### config.mk
export PLATFORM = sky130hd
export DESIGN_NAME = teletext_video_timing
export DESIGN_NICKNAME = d
export VERILOG_FILES = /design/src/rtl/teletext_video_timing.sv
export SDC_FILE = /design/constraint.sdc
export NUM_CORES = 1
export LEC_CHECK = 0
export CAP_MARGIN = 20
export CORE_MARGIN = 2
export CORE_UTILIZATION = 42
export CTS_BUF_LIST = sky130_fd_sc_hd__clkbuf_2 sky130_fd_sc_hd__clkbuf_4 sky130_fd_sc_hd__clkbuf_8
export CTS_CLUSTER_SIZE = 16
export DETAILED_ROUTE_END_ITERATION = 8
export PLACE_DENSITY = 0.75
export SLEW_MARGIN = 20
export SYNTH_ARGS = -nofsm -noshare
export SYNTH_HDL_FRONTEND = slang
export SYNTH_SLANG_ARGS = --single-unit
### constraint.sdc
create_clock -name master_clock -period 4.5 [get_ports master_clock]
set_input_delay 0.9 -clock master_clock [delete_from_list [all_inputs] [get_ports master_clock]]
set_output_delay 0.9 -clock master_clock [all_outputs]
set_load 0.03 [all_outputs]
### src/rtl/teletext_video_timing.sv
// Raster timing generator for the teletext display path: pixel strobe, syncs,
// active-video flags, 40x25 character-cell grid and flash phase.
module teletext_video_timing #(
  parameter int unsigned CLK_DIV      = 1,
  parameter int unsigned H_TOTAL      = 1056,
  parameter int unsigned H_ACTIVE     = 800,
  parameter int unsigned H_SYNC_START = 840,
  parameter int unsigned H_SYNC_LEN   = 128,
  parameter int unsigned V_TOTAL      = 628,
  parameter int unsigned V_ACTIVE     = 600,
  parameter int unsigned V_SYNC_START = 601,
  parameter int unsigned V_SYNC_LEN   = 4,
  parameter int unsigned SYNC_POL     = 1,
  parameter int unsigned X_OFFSET     = 160,
  parameter int unsigned Y_OFFSET     = 50,
  parameter int unsigned FLASH_ON     = 48,
  parameter int unsigned FLASH_OFF    = 16
) (
  input  logic        master_clock,
  input  logic        reset,
  output logic        pixel_en,
  output logic [10:0] h_pos,
  output logic [9:0]  v_pos,
  output logic        hsync,
  output logic        vsync,
  output logic        video_active,
  output logic        tt_active,
  output logic [5:0]  char_col,
  output logic [4:0]  char_row,
  output logic [4:0]  char_line,
  output logic [3:0]  char_px,
  output logic        char_start,
  output logic        frame_start,
  output logic        flash_phase
);
  localparam int unsigned HW          = 11;
  localparam int unsigned VW          = 10;
  localparam int unsigned COL_W       = 6;
  localparam int unsigned ROW_W       = 5;
  localparam int unsigned LINE_W      = 5;
  localparam int unsigned PX_W        = 4;
  localparam int unsigned TT_W        = 480;
  localparam int unsigned TT_H        = 500;
  localparam int unsigned CELL_W      = 12;
  localparam int unsigned CELL_H      = 20;
  localparam int unsigned DIV_W       = (CLK_DIV > 1) ? $clog2(CLK_DIV) : 1;
  localparam int unsigned FLASH_TOTAL = FLASH_ON + FLASH_OFF;
  localparam int unsigned FC_W        = $clog2(FLASH_TOTAL + 1);
  localparam logic        SYNC_IDLE   = (SYNC_POL == 0) ? 1'b1 : 1'b0;

  logic [DIV_W-1:0]  div_cnt, div_next;
  logic              tick, started, line_end;
  logic [HW-1:0]     h_next;
  logic [VW-1:0]     v_next;
  logic [PX_W-1:0]   px_cnt, px_next;
  logic [COL_W-1:0]  col_cnt, col_next;
  logic [LINE_W-1:0] line_cnt, line_next;
  logic [ROW_W-1:0]  row_cnt, row_next;
  logic [FC_W-1:0]   flash_cnt, flash_next;
  logic              h_in, v_in, tt_next, fs_next, hs_act, vs_act;

  // Next raster position; every registered flag decodes this same value.
  always_comb begin
    tick     = (div_cnt == DIV_W'(CLK_DIV - 1));
    div_next = tick ? '0 : div_cnt + DIV_W'(1);
    line_end = pixel_en && (h_pos == HW'(H_TOTAL - 1));
    h_next   = h_pos;
    v_next   = v_pos;
    if (pixel_en) h_next = line_end ? '0 : h_pos + HW'(1);
    if (line_end) v_next = (v_pos == VW'(V_TOTAL - 1)) ? '0 : v_pos + VW'(1);

    h_in = (h_next >= HW'(X_OFFSET)) && (h_next < HW'(X_OFFSET + TT_W));
    v_in = (v_next >= VW'(Y_OFFSET)) && (v_next < VW'(Y_OFFSET + TT_H));

    // Cell counters restart at the area's left/top edge and freeze outside it.
    px_next   = px_cnt;
    col_next  = col_cnt;
    line_next = line_cnt;
    row_next  = row_cnt;
    if (pixel_en) begin
      if (h_next == HW'(X_OFFSET)) begin
        px_next  = '0;
        col_next = '0;
      end else if (h_in) begin
        if (px_cnt == PX_W'(CELL_W - 1)) begin
          px_next  = '0;
          col_next = col_cnt + COL_W'(1);
        end else begin
          px_next = px_cnt + PX_W'(1);
        end
      end
    end
    if (line_end) begin
      if (v_next == VW'(Y_OFFSET)) begin
        line_next = '0;
        row_next  = '0;
      end else if (v_in) begin
        if (line_cnt == LINE_W'(CELL_H - 1)) begin
          line_next = '0;
          row_next  = row_cnt + ROW_W'(1);
        end else begin
          line_next = line_cnt + LINE_W'(1);
        end
      end
    end

    tt_next = h_in && v_in;
    hs_act  = (h_next >= HW'(H_SYNC_START)) && (h_next < HW'(H_SYNC_START + H_SYNC_LEN));
    vs_act  = (v_next >= VW'(V_SYNC_START)) && (v_next < VW'(V_SYNC_START + V_SYNC_LEN));
    // The very first pixel after reset is frame 0, not a frame boundary.
    fs_next = tick && started && (h_next == '0) && (v_next == '0);
    flash_next = flash_cnt;
    if (fs_next) flash_next = (flash_cnt == FC_W'(FLASH_TOTAL - 1)) ? '0 : flash_cnt + FC_W'(1);
  end

  always_ff @(posedge master_clock or posedge reset) begin
    if (reset) begin
      div_cnt      <= '0;
      started      <= 1'b0;
      px_cnt       <= '0;
      col_cnt      <= '0;
      line_cnt     <= '0;
      row_cnt      <= '0;
      flash_cnt    <= '0;
      pixel_en     <= 1'b0;
      h_pos        <= '0;
      v_pos        <= '0;
      hsync        <= SYNC_IDLE;
      vsync        <= SYNC_IDLE;
      video_active <= 1'b0;
      tt_active    <= 1'b0;
      char_col     <= '0;
      char_row     <= '0;
      char_line    <= '0;
      char_px      <= '0;
      char_start   <= 1'b0;
      frame_start  <= 1'b0;
      flash_phase  <= 1'b1;
    end else begin
      div_cnt      <= div_next;
      started      <= started | tick;
      px_cnt       <= px_next;
      col_cnt      <= col_next;
      line_cnt     <= line_next;
      row_cnt      <= row_next;
      flash_cnt    <= flash_next;
      pixel_en     <= tick;
      h_pos        <= h_next;
      v_pos        <= v_next;
      hsync        <= (SYNC_POL != 0) ? hs_act : !hs_act;
      vsync        <= (SYNC_POL != 0) ? vs_act : !vs_act;
      video_active <= (h_next < HW'(H_ACTIVE)) && (v_next < VW'(V_ACTIVE));
      tt_active    <= tt_next;
      char_col     <= tt_next ? col_next : '0;
      char_row     <= tt_next ? row_next : '0;
      char_line    <= tt_next ? line_next : '0;
      char_px      <= tt_next ? px_next : '0;
      char_start   <= tt_next && (px_next == '0);
      frame_start  <= fs_next;
      flash_phase  <= (flash_next < FC_W'(FLASH_ON));
    end
  end
endmodule

==> summary.md, run 1 <==
| Metric | Value |
|---|---|
| Cells after synthesis | `424` |
| WL/cell | `15.5 um` |
| Residual DRC | `0` |
| Clock sink total | `76` |
| CTS Hold Buffers Added | `0` |
| Clock transition at the registers of the reported paths | `0.08 ns` |
| Fin crit share | `83.6%` |
| Share of flip-flops with an asynchronous set or reset | `100%` |
| Core Footprint | `9640 um^2` |
| Initial antenna violation count | `0` |
| Largest net degree at the start of global routing | `30` |
| Worst setup path category | `flip-flop to flip-flop` |
| Layout cells sized above 1 | `8.82%` |
| Final GP Congestion | `0.937` |
| Vias in the first global route | `3314` |
| Cell leakage power | `0.00214 uW` |
| Peak VDD IR | `0.246 mV` |
| Final hold violation count | `0` |
| Num CTS Buffers | `9` |
| Int Pwr | `1120 uW` |
| Mean post-synth cell area | `9.68 um^2` |
| Clock Path Buffers | `2` |
| Fin Clk Skew | `0.00948 ns` |
| Warnings, synthesis | `0` |
| RSZ-0062 raised after global routing | `no` |
| Outcome | `complete, no violations` |
| Data arrival, critical path | `4.04 ns` |
| Number of synthesized flops with an enable pin | `0` |
| 1st-pass router iterations | `4` |
| Synth area leaders | `dfrtp_1 (46%), a21oi_1 (3.0%), xor2_1 (2.8%)` |
| Io pins | `51` |
| Hold Path Cell Cnt | `1` |
| Die height | `103 um` |
| Tightest Pin Transition | `0.651 ns` |
| Post-Syn Area | `4110 um^2` |
| Worst R2R Path Depth | `9` |
| Syn nets | `433` |
| Routed vias | `3470` |
| GR Util All Layers | `18.4%` |
| Iter 0 DRT Violations | `242` |
| Antenna diodes | `0` |
| Worst relative slew slack | `56.5%` |
| Combinational share of power | `20.1%` |
| Post-synth top area cell | `dfrtp_1` |
| Sw Pwr | `555 uW` |
| FP Rows | `36` |
| Top-area cell type share of the netlist area | `45.7%` |
| Sequential Power Share | `48.4%` |
| Max Cap Viol | `0` |
| Crit. End Element | `flip-flop` |
| Area Growth Syn to Fin | `20.1%` |
| Post-CTS resize count | `0` |
| Most frequent cell after synthesis | `dfrtp_1` |
| I/O Buffers | `50` |
| Critical path peak fanout | `18` |
| CTS root buffer | `clkbuf_8` |
| # Post-CTS Setup Buffers | `0` |
| Sw frac | `33.1%` |
| Critical path launch point type | `flip-flop` |
| Final setup viols | `0` |
| Sequential area share after synthesis | `46.4%` |
| CP required | `4.78 ns` |
| Max Slew Vio Count | `0` |
| Overall Power | `1680 uW` |
| Hold WC Path Type | `flip-flop to flip-flop` |
| Die ar. | `10600 um^2` |
| H-tree levels | `3` |
| TNS Setup | `0 ns` |
| Commonest register cell after synthesis | `dfrtp_1` |
| Via density | `5.70` |
| First-pass GRT wire length | `15500 um` |
| Worst-Skew Late Latency | `0.35 ns` |
| Total Wirelength | `9450 um` |
| Starting density of the core | `42.6%` |
| Gr ovfl total | `0` |
| FMAX | `266 MHz` |
| Synth cell count leaders | `dfrtp_1 (75), nand2_1 (29), a21oi_1 (25)` |
| Power Density | `340 nW/um^2` |
| Yosys cell types | `64` |
| Fillers | `918` |
| CTS tree | `yes` |
| Final HPWL DP | `6900 um` |
| Clk network pwr share | `31.4%` |
| Post-route ant nets | `0` |
| Nets@finish | `480` |
| Final min period | `3.76 ns` |
| Post-synthesis register bit count | `76` |
| Die width | `103 um` |
## per-stage QoR
step	area, um^2	hold WS, ns	setup slack, ns	cells	util, %
after detailed placement	4730	0.503	0.797	593	49.1
after CTS	4930	0.522	0.767	609	51.1
after global placement	4730	0.490	0.904	593	49.1
final	4930	0.516	0.740	609	51.1
after floorplan	4110	0.467	0.979	424	-
after global routing	4930	0.543	0.346	609	51.1
## final timing paths
path                                       endpoint  slack [ns]                     start
max in group asynchronous     flash_phase$_DFF_PP1_        2.88                     reset
hold / removal             flash_cnt[2]$_DFFE_PP0N_        0.52  flash_cnt[2]$_DFFE_PP0N_
setup / recovery              flash_phase$_DFF_PP1_        0.74        h_pos[0]$_DFF_PP0_
setup reg to reg              flash_phase$_DFF_PP1_        0.74        h_pos[0]$_DFF_PP0_
min in group asynchronous      char_px[3]$_DFF_PP0_        0.87                     reset
hold reg to reg            flash_cnt[2]$_DFFE_PP0N_        0.52  flash_cnt[2]$_DFFE_PP0N_
## flip-flops by register name, indices dropped and copies added, names as in the netlist, 4 cells and up
name,count
line_cnt,5
char_px,4
char_col,6
col_cnt,6
px_cnt,4
row_cnt,5
char_line,5
char_row,5
v_pos,10
h_pos,11
flash_cnt,7
## power groups by stage
stage	clock [uW]	combinational (uW)	sequential, uW
2_1_floorplan	0	201	844
4_1_cts	536	338	810
3_3_place_gp	0	329	818
3_5_place_dp	0	336	823
6_report	527	337	812
5_1_grt	566	373	822
## layout by cell type, fill, tap and decap left out, types with 4 or more instances in the layout
cell type         n
nand4b_1          4
a211o_1           7
and2_1            8
dfrtp_1          75
nand2_1          29
a21o_1            4
and3_1           15
buf_4             7
inv_1            17
nand4_1          14
ha_1              7
clkdlybuf4s50_1  50
nand3_1          19
o31ai_1           7
xor2_1           13
nor2b_1           5
mux2_2            4
clkbuf_8          9
nor3_1           14
or4_1             6
o21ai_0          16
and4_1            4
nand2b_1          5
or3_1             9
o21ai_1           5
nor2_1           21
nor4_1           10
a21oi_1          25
a31oi_1           6
xnor2_1           8
## layer usage
layer / up-vias / global-route usage (%) / wire, um
met1: 1688 / 25.1 / 4240
met3: 9 / 4.14 / 432
met2: 103 / 29.9 / 4670
met5: - / 0 / 0
li1: 1670 / - / -
met4: 0 / 4.76 / 109
## critical path, cell delays in order (launching register included)
cell and delay, ns:
dfrtp_1 0.49, ha_1 0.41, nand4_1 0.33, or4_4 0.72
nor3_2 0.24, o211ai_2 0.14, a2bb2oi_1 0.18, or4_1 0.68
a311o_1 0.41, nor2_1 0.09
## cells by family after synthesis
| family | Yosys count | synth area share [%] |
|---|---|---|
| simple gates | 178 | 25.4 |
| compound gates | 98 | 16.5 |
| flops | 76 | 46.4 |
| buf+inv | 39 | 3.96 |
| other cells | 1 | 0.0913 |
| mux | 4 | 1.10 |
| fa+ha+maj | 7 | 2.13 |
| xor+xnor | 21 | 4.48 |
## cell type report
| cell class | instances | area [um^2] | area share, % |
|---|---|---|---|
| Clock buffer | 9 | 124 | 2.51 |
| Tap cell | 133 | 166 | 3.38 |
| Timing Repair Buffer | 57 | 553 | 11.2 |
| Clock inverter | 7 | 75.1 | 1.52 |
| Multi-Input combinational cell | 309 | 2040 | 41.4 |
| Sequential cell | 76 | 1900 | 38.6 |
| Inverter | 18 | 67.6 | 1.37 |
Power figures use the tool's default switching activity.
==> inputs of run 2 (changes only) <==
PLACE_DENSITY = 0.78   (was 0.75)
clock period = 3.4 ns   (was 4.5 ns; I/O delays follow)
==> run 2 against run 1 <==
  * Design area increased by 4.0%
  * Total power is 37% higher
  * Combinational power grew 59%
  * Sequential power grew 28%
  * Sequential cell count unchanged
  * Critical endpoint is now line_cnt[1]$_DFF_PP0_
==> summary.md, run 2 (synthesis results as in run 1) <==
| Metric | Value |
|---|---|
| Outcome | `complete, no violations` |
| Core Footprint | `9640 um^2` |
| Min Hold Slack | `0.514 ns` |
| Max Slew Vio Count | `0` |
| Area Growth Syn to Fin | `24.8%` |
| Starting density of the core | `42.6%` |
| Nets@finish | `502` |
| Fin crit share | `95.0%` |
| I/O Buffers | `50` |
| Iter 0 DRT Violations | `183` |
| Fillers | `909` |
| Worst setup margin | `0.169 ns` |
| Worst setup path category | `flip-flop to flip-flop` |
| Gr ovfl total | `0` |
| Worst-Skew Late Latency | `0.36 ns` |
| Final HPWL DP | `7190 um` |
| Post-route ant nets | `0` |
| Die ar. | `10600 um^2` |
| H-tree levels | `3` |
| CP peak stage delay | `0.67 ns` |
| RSZ-0062 raised after global routing | `yes` |
| Fin Clk Skew | `0.0136 ns` |
| Data arrival, critical path | `3.48 ns` |
| Io pins | `51` |
| Initial antenna violation count | `0` |
| First-pass GRT wire length | `16100 um` |
| GR Util All Layers | `19.2%` |
| Stages on the worst setup path | `10` |
| Antenna diodes | `0` |
| Max Cap Viol | `0` |
| Pre-CTS WS | `0.0913 ns` |
| Vias in the first global route | `3402` |
| Critical path peak fanout | `13` |
| CTS root buffer | `clkbuf_8` |
| CTS tree | `yes` |
| Most frequent cells in the layout | `dfrtp_1 (73), clkdlybuf4s50_1 (50), nand2_1 (29)` |
| FP Rows | `36` |
| Power Density | `450 nW/um^2` |
| Final GP Congestion | `0.918` |
| Tightest Pin Transition | `0.665 ns` |
| WL/cell | `15.6 um` |
| Routed vias | `3621` |
| Worst R2R Path Depth | `10` |
| Max FFs per register | `11` |
| Crit. End Element | `flip-flop` |
| Final setup viols | `0` |
| Largest Register | `h_pos` |
| CP required | `3.65 ns` |
| Total Wirelength | `9870 um` |
| FMAX | `310 MHz` |
| Num CTS Buffers | `9` |
| 1st-pass router iterations | `5` |
| Crit path cell chain | `ha_1, nand4_1, or4_4, buf_4, nor4b_1, a21oi_1, a211o_1, nand4_4, buf_4, mux2_2` |
| Worst relative slew slack | `55.3%` |
| CP top delay family | `simple AND/OR/NAND/NOR gates` |
| Via density | `5.74` |
| Final hold violation count | `0` |
| Clock sink total | `76` |
| Critical path launch point type | `flip-flop` |
| Hold Path Cell Cnt | `2` |
| Clock transition at the registers of the reported paths | `0.09 ns` |
| Layout cells sized above 1 | `13.7%` |
| CTS Hold Buffers Added | `0` |
| Die width | `103 um` |
| Top cell by count, worst path | `buf_4` |
| Hold WC Path Type | `flip-flop to flip-flop` |
| Most common cell after layout, fill and taps aside | `dfrtp_1` |
| Area of the multi-input gates | `2050 um^2` |
| Final min period | `3.23 ns` |
| WP buf/inv | `2` |
| Largest net degree at the start of global routing | `41` |
| Cell at the slowest stage of the critical path | `or4_4` |
| Peak VDD IR | `0.200 mV` |
| Clock Path Buffers | `2` |
| FF+latch area | `1910 um^2` |
| Die height | `103 um` |
| Largest regs | `h_pos x11, v_pos x10, flash_cnt x7` |
| Cell leakage power | `0.00225 uW` |
| Residual DRC | `0` |
## run 2: final cells by class
class,instances,area share [%]
clock buffers,9,2.42
clock inverters,7,1.61
inverters,18,1.32
multi-input cells,309,40.0
flip-flops and latches,76,37.2
well taps,133,3.25
repair buffers,79,14.3
## run 2: worst paths after layout
check                                          from                  endpoint  slack, ns
min in group asynchronous                     reset      col_cnt[2]$_DFF_PP0_       0.58
max in group asynchronous                     reset    char_line[4]$_DFF_PP0_       2.19
hold / removal             flash_cnt[1]$_DFFE_PP0N_  flash_cnt[1]$_DFFE_PP0N_       0.51
hold reg to reg            flash_cnt[1]$_DFFE_PP0N_  flash_cnt[1]$_DFFE_PP0N_       0.51
setup / recovery                 h_pos[0]$_DFF_PP0_     line_cnt[1]$_DFF_PP0_       0.17
setup reg to reg                 h_pos[0]$_DFF_PP0_     line_cnt[1]$_DFF_PP0_       0.17
## run 2: through the flow
stage / power (uW) / util (%) / instance area (um^2) / setup TNS, ns / instances
final: 2300 / 53.2 / 5120 / 0 / 631
after global routing: 2410 / 53.2 / 5120 / -0.0119 / 631
after CTS: 2310 / 52.8 / 5090 / 0 / 628
after detailed placement: 1590 / 50.7 / 4890 / 0 / 612
after global placement: 1570 / 50.7 / 4890 / 0 / 612
after floorplan: 1390 / - / 4110 / 0 / 424
## run 2: worst register-to-register path: cells and delay by family, from the launching register on
| family | cells | cell delay (ns) |
|---|---|---|
| compound gates | 2 | 0.53 |
| buf+inv | 2 | 0.37 |
| fa+ha+maj | 1 | 0.17 |
| simple gates | 4 | 1.36 |
| flops | 1 | 0.37 |
| mux | 1 | 0.34 |
## run 2: report_power, final
group / internal [uW] / switching [uW] / total, uW
clock: 350 / 378 / 729
combinational: 220 / 315 / 535
sequential: 964 / 76.3 / 1040
## run 2: what timing repair did
item                                    4_1_cts  5_1_grt
buffers inserted                              0        3
endpoints found under the setup margin        0       10
resized for setup                             0        2
## run 2: routing by layer
metal	GRT usage (%)	up-vias	share of wire, %
met2	31.0	136	48
met4	6.58	0	1.8
met1	26.3	1756	44
li1	-	1711	-
met3	3.59	18	6.2
met5	0	-	0
==> inputs of run 3 (changes only) <==
CELL_PAD_IN_SITES_DETAIL_PLACEMENT = 1   (was default)
CELL_PAD_IN_SITES_GLOBAL_PLACEMENT = 1   (was default)
CORE_UTILIZATION = 40   (was 42)
PLACE_DENSITY = 0.9   (was 0.78)
==> run 3 against run 2 <==
  * Non-clock buffer count is 2 higher
  * Sequential cell count unchanged
  * Total power rose by 3.3%
  * Sequential power hardly changed
  * Setup slack worse by 0.070 ns
  * Combinational power is 7.7% higher
  * Worst hold slack better by 0.018 ns
  * First-iteration DRC count decreased by 16%
  * Count of clock-buffer cells in the layout unchanged
  * Global-route usage grew 3.8 points
  * Final cell count up 0.32%
  * Die area up 4.8%
  * Highest routed layer unchanged
==> summary.md, run 3 (synthesis results as in run 1) <==
| Metric | Value |
|---|---|
| Outcome | `complete, no violations` |
| Nets@finish | `504` |
| Most common cell after layout, fill and taps aside | `dfrtp_1` |
| Worst relative slew slack | `58.6%` |
| Clock transition at the registers of the reported paths | `0.10 ns` |
| Min Hold Slack | `0.531 ns` |
| Final GP Congestion | `0.882` |
| Most frequent cells in the layout | `dfrtp_1 (69), clkdlybuf4s50_1 (50), nand2_1 (29), buf_4 (29), a21oi_1 (23)` |
| Via density | `6.02` |
| CTS tree | `yes` |
| Clock sink total | `76` |
| Largest Register | `h_pos` |
| Worst setup path category | `flip-flop to flip-flop` |
| Hold WC Path Type | `flip-flop to flip-flop` |
| Iter 0 DRT Violations | `154` |
| Largest regs | `h_pos x11, v_pos x10, flash_cnt x7` |
| R2R setup slack | `0.1 ns` |
| Layout cells sized above 1 | `15.6%` |
| FMAX | `303 MHz` |
| Critical path launch point type | `flip-flop` |
| H-tree levels | `3` |
| Hold Crit Start | `flash_cnt[2]$_DFFE_PP0N_` |
| Total Wirelength | `12800 um` |
| Worst-Skew Late Latency | `0.38 ns` |
| CP Launch Point | `h_pos[6]$_DFF_PP0_` |
| Critical path peak fanout | `18` |
| R2r startpoint | `h_pos[6]$_DFF_PP0_` |
| Num CTS Buffers | `9` |
| Data arrival, critical path | `3.59 ns` |
| Clock Path Buffers | `2` |
| WL/cell | `20.2 um` |
| First-pass GRT wire length | `20200 um` |
| Area Growth Syn to Fin | `26.5%` |
| Vias in the first global route | `3947` |
| Io pins | `51` |
| Final setup viols | `0` |
| Crit. End Element | `flip-flop` |
| Fin crit share | `97.1%` |
| Max FFs per register | `11` |
| Final hold violation count | `0` |
| Die width | `105 um` |
| CTS root buffer | `clkbuf_8` |
| Core Footprint | `9860 um^2` |
| Peak VDD IR | `0.211 mV` |
| Max Cap Viol | `0` |
| CP required | `3.69 ns` |
| I/O Buffers | `50` |
| Starting density of the core | `41.6%` |
| Initial antenna violation count | `0` |
| 1st-pass router iterations | `5` |
| Fillers | `1096` |
| TNS Setup | `0 ns` |
| Antenna diodes | `0` |
| CTS Hold Buffers Added | `0` |
| Tightest Pin Transition | `0.606 ns` |
| Routed vias | `3813` |
| Die ar. | `11100 um^2` |
| Residual DRC | `0` |
| Gr ovfl total | `0` |
| Fin Clk Skew | `0.0138 ns` |
| FP Rows | `36` |
| Largest net degree at the start of global routing | `40` |
| Cell leakage power | `0.00227 uW` |
| Die height | `105 um` |
| Final HPWL DP | `8770 um` |
| RSZ-0062 raised after global routing | `no` |
| Final min period | `3.30 ns` |
| Max Slew Vio Count | `0` |
| Power Density | `458 nW/um^2` |
| Post-route ant nets | `0` |
| GR Util All Layers | `23.0%` |
## run 3: cell types whose count changed in the layout (fill, tap and decap cells not counted), moves of 2 or more
cell | previous run | this run
a21oi_1 | 25 | 23
dfrtp_1 | 73 | 69
clkinv_4 | 1 | 3
dfrtp_2 | 2 | 6
a21oi_2 | 0 | 2
## run 3: timing repair
item                                    4_1_cts  5_1_grt
buffers inserted                              0        4
hold endpoints to repair                      0        0
gates resized for setup                       0       12
endpoints found under the setup margin        0       15
## run 3: cell type report
cell class	count	area [um^2]	area share (%)
Multi-Input combinational cell	309	2080	40.1
Clock buffer	9	124	2.38
Timing Repair Buffer	81	758	14.6
Clock inverter	7	83.8	1.61
Sequential cell	76	1910	36.8
Inverter	18	67.6	1.30
Tap cell	133	166	3.20
## run 3: where the power goes
group,internal [uW],switching [uW]
combinational,226,350
sequential,969,91.5
clock,350,395
## run 3: stage by stage
stage               setup WS [ns]  utilization [%]  area [um^2]  std cells  total power [uW]
floorplan                  0.0102                -         4110        424              1390
global placement            0.217             49.7         4910        613              1580
detailed placement          0.129             49.7         4910        613              1610
CTS                        0.0363             51.9         5110        629              2370
global route               0.0110             52.7         5190        633              2490
finish                     0.0998             52.7         5190        633              2380
## run 3: final timing paths
check                                      endpoint  cells after the start
min in group asynchronous      char_px[3]$_DFF_PP0_                      2
max                            row_cnt[3]$_DFF_PP0_                      8
max reg2reg                    row_cnt[3]$_DFF_PP0_                      8
max in group asynchronous     flash_phase$_DFF_PP1_                      3
min reg2reg                flash_cnt[2]$_DFFE_PP0N_                      1
min                        flash_cnt[2]$_DFFE_PP0N_                      1
## run 3: routing by layer
layer	vias up	wire length (um)	part of all wire [%]	global-route usage, %
li1	1720	-	-	-
met1	1937	5320	42	28.2
met2	126	6560	51	39.3
met3	30	617	4.8	4.89
met4	0	288	2.3	9.52
met5	-	0	0	0
## run 3: worst max-delay path: stages, from the launching register on
cell	delay, ns
dfrtp_1	0.41
or3_1	0.39
or4_4	0.69
or3_4	0.43
o211ai_2	0.11
o21bai_4	0.18
nand4_4	0.19
or4_1	0.59
a21oi_1	0.22
